`src/rtl/qeciphy_rx_link_monitor.sv`:
```
// Receive link monitor: hunts, verifies and tracks the FAP word, forwards payload with FAPs stripped.
// Per-frame CRC-16 checking is built only when QECIPHY_RX_MON_CRC_EN is defined.
module qeciphy_rx_link_monitor #(
  parameter int unsigned FAP_PERIOD  = 64,
  parameter int unsigned LOCK_COUNT  = 4,
  parameter logic [31:0] FAP_PATTERN = 32'hFAB0_5A0F
) (
  input  logic        axis_clk,
  input  logic        axis_rst_n,
  input  logic [63:0] i_rx_tdata,
  input  logic        i_rx_tvalid,
  output logic [63:0] o_tdata,
  output logic        o_tvalid,
  output logic        o_rx_rdy,
  output logic        o_remote_rx_rdy,
  output logic        o_fap_missing,
  output logic        o_crc_error
);

  localparam int unsigned POS_W = $clog2(FAP_PERIOD);
  localparam int unsigned CNT_W = $clog2(LOCK_COUNT + 1);
  localparam logic [POS_W-1:0] POS_LAST = POS_W'(FAP_PERIOD - 1);
  localparam logic [CNT_W-1:0] CNT_FULL = CNT_W'(LOCK_COUNT);

  typedef enum logic [1:0] {
    HUNT   = 2'd0,
    VERIFY = 2'd1,
    LOCKED = 2'd2
  } state_t;

  state_t           state_r, state_s;
  logic [POS_W-1:0] pos_r, pos_s;
  logic [CNT_W-1:0] lock_cnt_r, lock_cnt_s;
  logic             match_s, at_fap_s;
  logic             fwd_s, remote_s, fap_missing_s, crc_error_s;

  assign match_s  = (i_rx_tdata[63:32] == FAP_PATTERN);
  assign at_fap_s = (pos_r == POS_LAST);

  // Next-state, position/lock counters and FAP-driven flags for each valid word
  always_comb begin
    state_s       = state_r;
    pos_s         = pos_r;
    lock_cnt_s    = lock_cnt_r;
    fwd_s         = 1'b0;
    remote_s      = o_remote_rx_rdy;
    fap_missing_s = o_fap_missing;
    if (i_rx_tvalid) begin
      case (state_r)
        HUNT: begin
          if (match_s) begin
            lock_cnt_s = CNT_W'(1);
            pos_s      = '0;
            state_s    = (LOCK_COUNT > 1) ? VERIFY : LOCKED;
          end else begin
            lock_cnt_s = '0;
            pos_s      = '0;
            state_s    = HUNT;
          end
        end
        VERIFY: begin
          if (!at_fap_s) begin
            pos_s = pos_r + 1'b1;
          end else if (match_s) begin
            pos_s      = '0;
            lock_cnt_s = lock_cnt_r + 1'b1;
            if (lock_cnt_s == CNT_FULL) begin
              state_s = LOCKED;
            end else begin
              state_s = VERIFY;
            end
          end else begin
            pos_s      = '0;
            lock_cnt_s = '0;
            state_s    = HUNT;
          end
        end
        LOCKED: begin
          if (!at_fap_s) begin
            pos_s = pos_r + 1'b1;
            fwd_s = 1'b1;
          end else if (match_s) begin
            pos_s    = '0;
            remote_s = i_rx_tdata[16];
          end else begin
            pos_s         = '0;
            lock_cnt_s    = '0;
            remote_s      = 1'b0;
            fap_missing_s = 1'b1;
            state_s       = HUNT;
          end
        end
        default: begin
          pos_s      = '0;
          lock_cnt_s = '0;
          state_s    = HUNT;
        end
      endcase
    end else begin
      state_s = state_r;
    end
  end

`ifdef QECIPHY_RX_MON_CRC_EN
  // CRC-16 (0x1021), 64 data bits folded MSB first in one step
  function automatic logic [15:0] crc16_step(input logic [15:0] crc, input logic [63:0] data);
    logic [15:0] c;
    logic        fb;
    c = crc;
    for (int i = 63; i >= 0; i--) begin
      fb = c[15] ^ data[i];
      c  = {c[14:0], 1'b0} ^ (fb ? 16'h1021 : 16'h0000);
    end
    return c;
  endfunction

  logic [15:0] crc_r, crc_s;
  logic        crc_restart_s, crc_fold_s, crc_check_s;

  // Restart on every accepted FAP; only LOCKED FAPs are actually compared
  assign crc_restart_s = i_rx_tvalid && match_s && ((state_r == HUNT) || at_fap_s);
  assign crc_fold_s    = i_rx_tvalid && (state_r != HUNT) && !at_fap_s;
  assign crc_check_s   = i_rx_tvalid && (state_r == LOCKED) && at_fap_s && match_s;

  // CRC accumulator next value and sticky error decision
  always_comb begin
    crc_s       = crc_r;
    crc_error_s = o_crc_error;
    if (crc_restart_s) begin
      crc_s = 16'hFFFF;
      if (crc_check_s && (crc_r != i_rx_tdata[15:0])) begin
        crc_error_s = 1'b1;
      end else begin
        crc_error_s = o_crc_error;
      end
    end else if (crc_fold_s) begin
      crc_s = crc16_step(crc_r, i_rx_tdata);
    end else begin
      crc_s = crc_r;
    end
  end

  // CRC accumulator register
  always_ff @(posedge axis_clk or negedge axis_rst_n) begin
    if (!axis_rst_n) begin
      crc_r <= 16'hFFFF;
    end else begin
      crc_r <= crc_s;
    end
  end
`else
  assign crc_error_s = 1'b0;
`endif

  // State, counters and all registered outputs
  always_ff @(posedge axis_clk or negedge axis_rst_n) begin
    if (!axis_rst_n) begin
      state_r         <= HUNT;
      pos_r           <= '0;
      lock_cnt_r      <= '0;
      o_tdata         <= 64'd0;
      o_tvalid        <= 1'b0;
      o_rx_rdy        <= 1'b0;
      o_remote_rx_rdy <= 1'b0;
      o_fap_missing   <= 1'b0;
      o_crc_error     <= 1'b0;
    end else begin
      state_r         <= state_s;
      pos_r           <= pos_s;
      lock_cnt_r      <= lock_cnt_s;
      o_tvalid        <= fwd_s;
      o_tdata         <= fwd_s ? i_rx_tdata : o_tdata;
      o_rx_rdy        <= (state_s == LOCKED);
      o_remote_rx_rdy <= remote_s;
      o_fap_missing   <= fap_missing_s;
      o_crc_error     <= crc_error_s;
    end
  end

endmodule

```
`config.mk`:
```
export PLATFORM = sky130hd
export DESIGN_NAME = qeciphy_rx_link_monitor
export DESIGN_NICKNAME = d
export VERILOG_FILES = /design/src/rtl/qeciphy_rx_link_monitor.sv
export SDC_FILE = /design/constraint.sdc
export NUM_CORES = 1
export LEC_CHECK = 0
export ABC_CLOCK_PERIOD_IN_PS = 5100
export CAP_MARGIN = 30
export CORE_UTILIZATION = 46
export CTS_CLUSTER_DIAMETER = 200
export DETAILED_ROUTE_END_ITERATION = 8
export HOLD_SLACK_MARGIN = 0.05
export PLACE_DENSITY = 0.85
export SLEW_MARGIN = 20
export SYNTH_ARGS = -nofsm -noshare
export SYNTH_HDL_FRONTEND = slang
export SYNTH_SLANG_ARGS = --single-unit
```
`constraint.sdc`:
```
create_clock -name axis_clk -period 5.1 [get_ports axis_clk]
set_input_delay 0.765 -clock axis_clk [delete_from_list [all_inputs] [get_ports axis_clk]]
set_output_delay 0.765 -clock axis_clk [all_outputs]
set_load 0.005 [all_outputs]
```
==> impl_metrics.toml <==
[status]
status = "complete, no violations"

[drt]
post_drt_wl_per_cell_um = 16.46
ant_nets = 0
via_per_inst = 5.011
drc = 0
drtIter0Drc = 74
routed_wl_um = 7785
vias = 2370
drt_pass1_iterations = 4

[critical_path]
critPathKind = "in2reg"
reg2reg_to = "o_tdata[10]"
reg2reg_depth = 5
startpoint = "i_rx_tvalid"
cp-endpoint = "o_tdata[10]"
critical_path.endpoint_type = "flip-flop"
cp.arrival_ns = 2.99
reg2reg_slack_ns = 2.54
crit_path_max_fanout = 65
cp.required_ns = 5.32
r2r_start = "pos_r[0]"
critPathLaunchType = "input pin"

[timing]
setup_viol = 0
slew_viol_final = 0
worst_pin_slew_ns = 0.8977
relSlewSlack_pct = 40.15
whs_ns = 0.3454
skew_ns = 0.01379
setup_ws_ns = 2.339
rsz0062_at_grt = "no"
min_period_ns = 2.761
min_period_over_period_pct = 54.14
tns_ns = 0
fmax_mhz = 362.2
finalHoldViolCount = 0

[logic_synthesis]
ys_ff_latch = 79
synth_edf_count = 0
yosysWarningCount = 0
ys_types = 38
synthArstFlopShare_pct = 100.0
synth_area_um2 = 3353
syn_inst = 236
synth_flop_cell = "dfrtp_1"
synth.avg_cell_area_um2 = 14.21
ys_seq_area_share_pct = 58.96
synth_nets = 310

[run]
cap_violations = 0

[clock_network]
cts_sinks = 79
clockBufferDepth = 2
path_clk_slew_ns = 0.09
hold_buffers = 0
htreeDepth = 3
cts_tree = "done"
cts-root-buf = "clkbuf_8"
cts_buffers = 9
clk_latency_ns = 0.35
post_cts_buffers = 0
cts.repair.resized = 0

[layout]
final_net_count = 446
multi_input_area_um2 = 1297
drive_gt1_share_pct = 24.40
synthToLayoutAreaGrowth_pct = 50.07
fillCellCount = 492
diodes = 0
fin_util_pct = 72.86
regArea_um2 = 1977

[global_route]
antenna_found_initial = 0
globalRouteOverflowTotal = 0
grt_usage_pct = 20.84
grt_max_degree = 66
grt_pass1_wl_um = 11870
grt_pass1_vias = 2363

[die]
placementRows = 30
die_width_um = 87.38
die_area_um2 = 7635
die_y_um = 87.38
coreArea_um2 = 6907
initial_core_util_pct = 48.55
io_pins = 136

[hold_path]
hold_path_class = "in2async"

[pwr]
power_density_nw_per_um2 = 253.4
irDropWorstVdd_mv = 0.1476
power_mw = 1.275
leakage_nw = 2.371

[place]
dp_hpwl_um = 5696
io_buffers = 134
gp_congestion = 0.8636
place_ws_ns = 1.980
[where the power goes]
part | switching (mW) | internal (mW)
Clock | 0.232 | 0.340
Sequential | 0.0000000000169 | 0.626
Combinational | 0.0271 | 0.0499
[metal layers]
metal  vias to the layer above  share of wire [%]  global-route usage, %
met5                         -                  0                      0
met4                         0               0.57                  6.706
met3                         4                8.3                  6.540
met2                       112                 48                  33.59
met1                      1141                 43                  26.79
li1                       1113                  -                      -
[registers in the layout (all words and copies together), names as in the netlist]
signal           count
o_remote_rx_rdy      1
lock_cnt_r           3
state_r              2
pos_r                6
o_rx_rdy             1
o_fap_missing        1
o_tvalid             1
o_tdata             64
[synthesized netlist by cell type (2+ instances only)]
cell,n,area (um^2)
dfrtp_1,79,1977
mux2_2,65,732.0
nand2_1,16,60.06
o21ai_0,8,40.04
buf_4,7,52.55
ha_1,7,87.58
inv_1,7,26.28
nand3_1,7,35.03
and3_1,3,18.77
nand4_1,3,18.77
a21o_1,2,15.01
and4bb_2,2,25.02
clkbuf_1,2,7.510
nor4b_2,2,30.03
o2111ai_1,2,17.52
o31ai_1,2,15.01
[cells by family after synthesis]
logic type	Yosys count	share of synthesized area [%]
adders and majority gates	7	2.612
muxes	67	22.46
AOI/OAI and AO/OA	22	4.552
other	1	0.1118
xor gates and xnor gates	1	0.2612
DFF	79	58.96
buffers and inverters	17	2.724
and+or+nand+nor	42	8.321
[worst min path at each step]
| stage | slack, ns | endpoint | start |
|---|---|---|---|
| CTS | 0.36 | o_tdata[45] | axis_rst_n |
| global placement | 0.47 | o_remote_rx_rdy | o_remote_rx_rdy |
| global route | 0.37 | o_tdata[45] | axis_rst_n |
| detailed placement | 0.48 | o_fap_missing | o_fap_missing |
| floorplan | 0.46 | pos_r[2] | pos_r[2] |
| finish | 0.35 | o_tdata[45] | axis_rst_n |
[stage by stage]
stage                     std cells  instance area, um^2
after floorplan                 236                 3353
after global placement          456                 4760
after detailed placement        457                 4787
after CTS                       473                 5032
after global routing            473                 5032
final                           473                 5032
[area by class of cell]
class	instances	area share (%)
clock buffers	11	2.810
clock inverters	5	2.064
inverters	7	0.5221
well taps	96	2.387
repair buffers	135	27.15
flip-flops and latches	79	39.28
multi-input cells	140	25.78
[cell usage in the layout (no fill, tap or decap), types with 2 or more instances in the layout]
cell / count
clkdlybuf4s50_1: 133
dfrtp_1: 79
mux2_2: 65
nand2_1: 16
clkbuf_8: 10
o21ai_0: 8
inv_1: 7
ha_1: 7
nand3_1: 6
and3_1: 3
nand4_1: 3
bufinv_16: 3
nor4b_2: 2
and4bb_2: 2
a21o_1: 2
o2111ai_1: 2
o31ai_1: 2
[worst max-delay path, cell delays in order]
cell and delay, ns:
clkdlybuf4s50_1 0.82, nand3_4 0.79, mux2_2 0.57
Note: power is estimated with default switching activity, not from simulation.
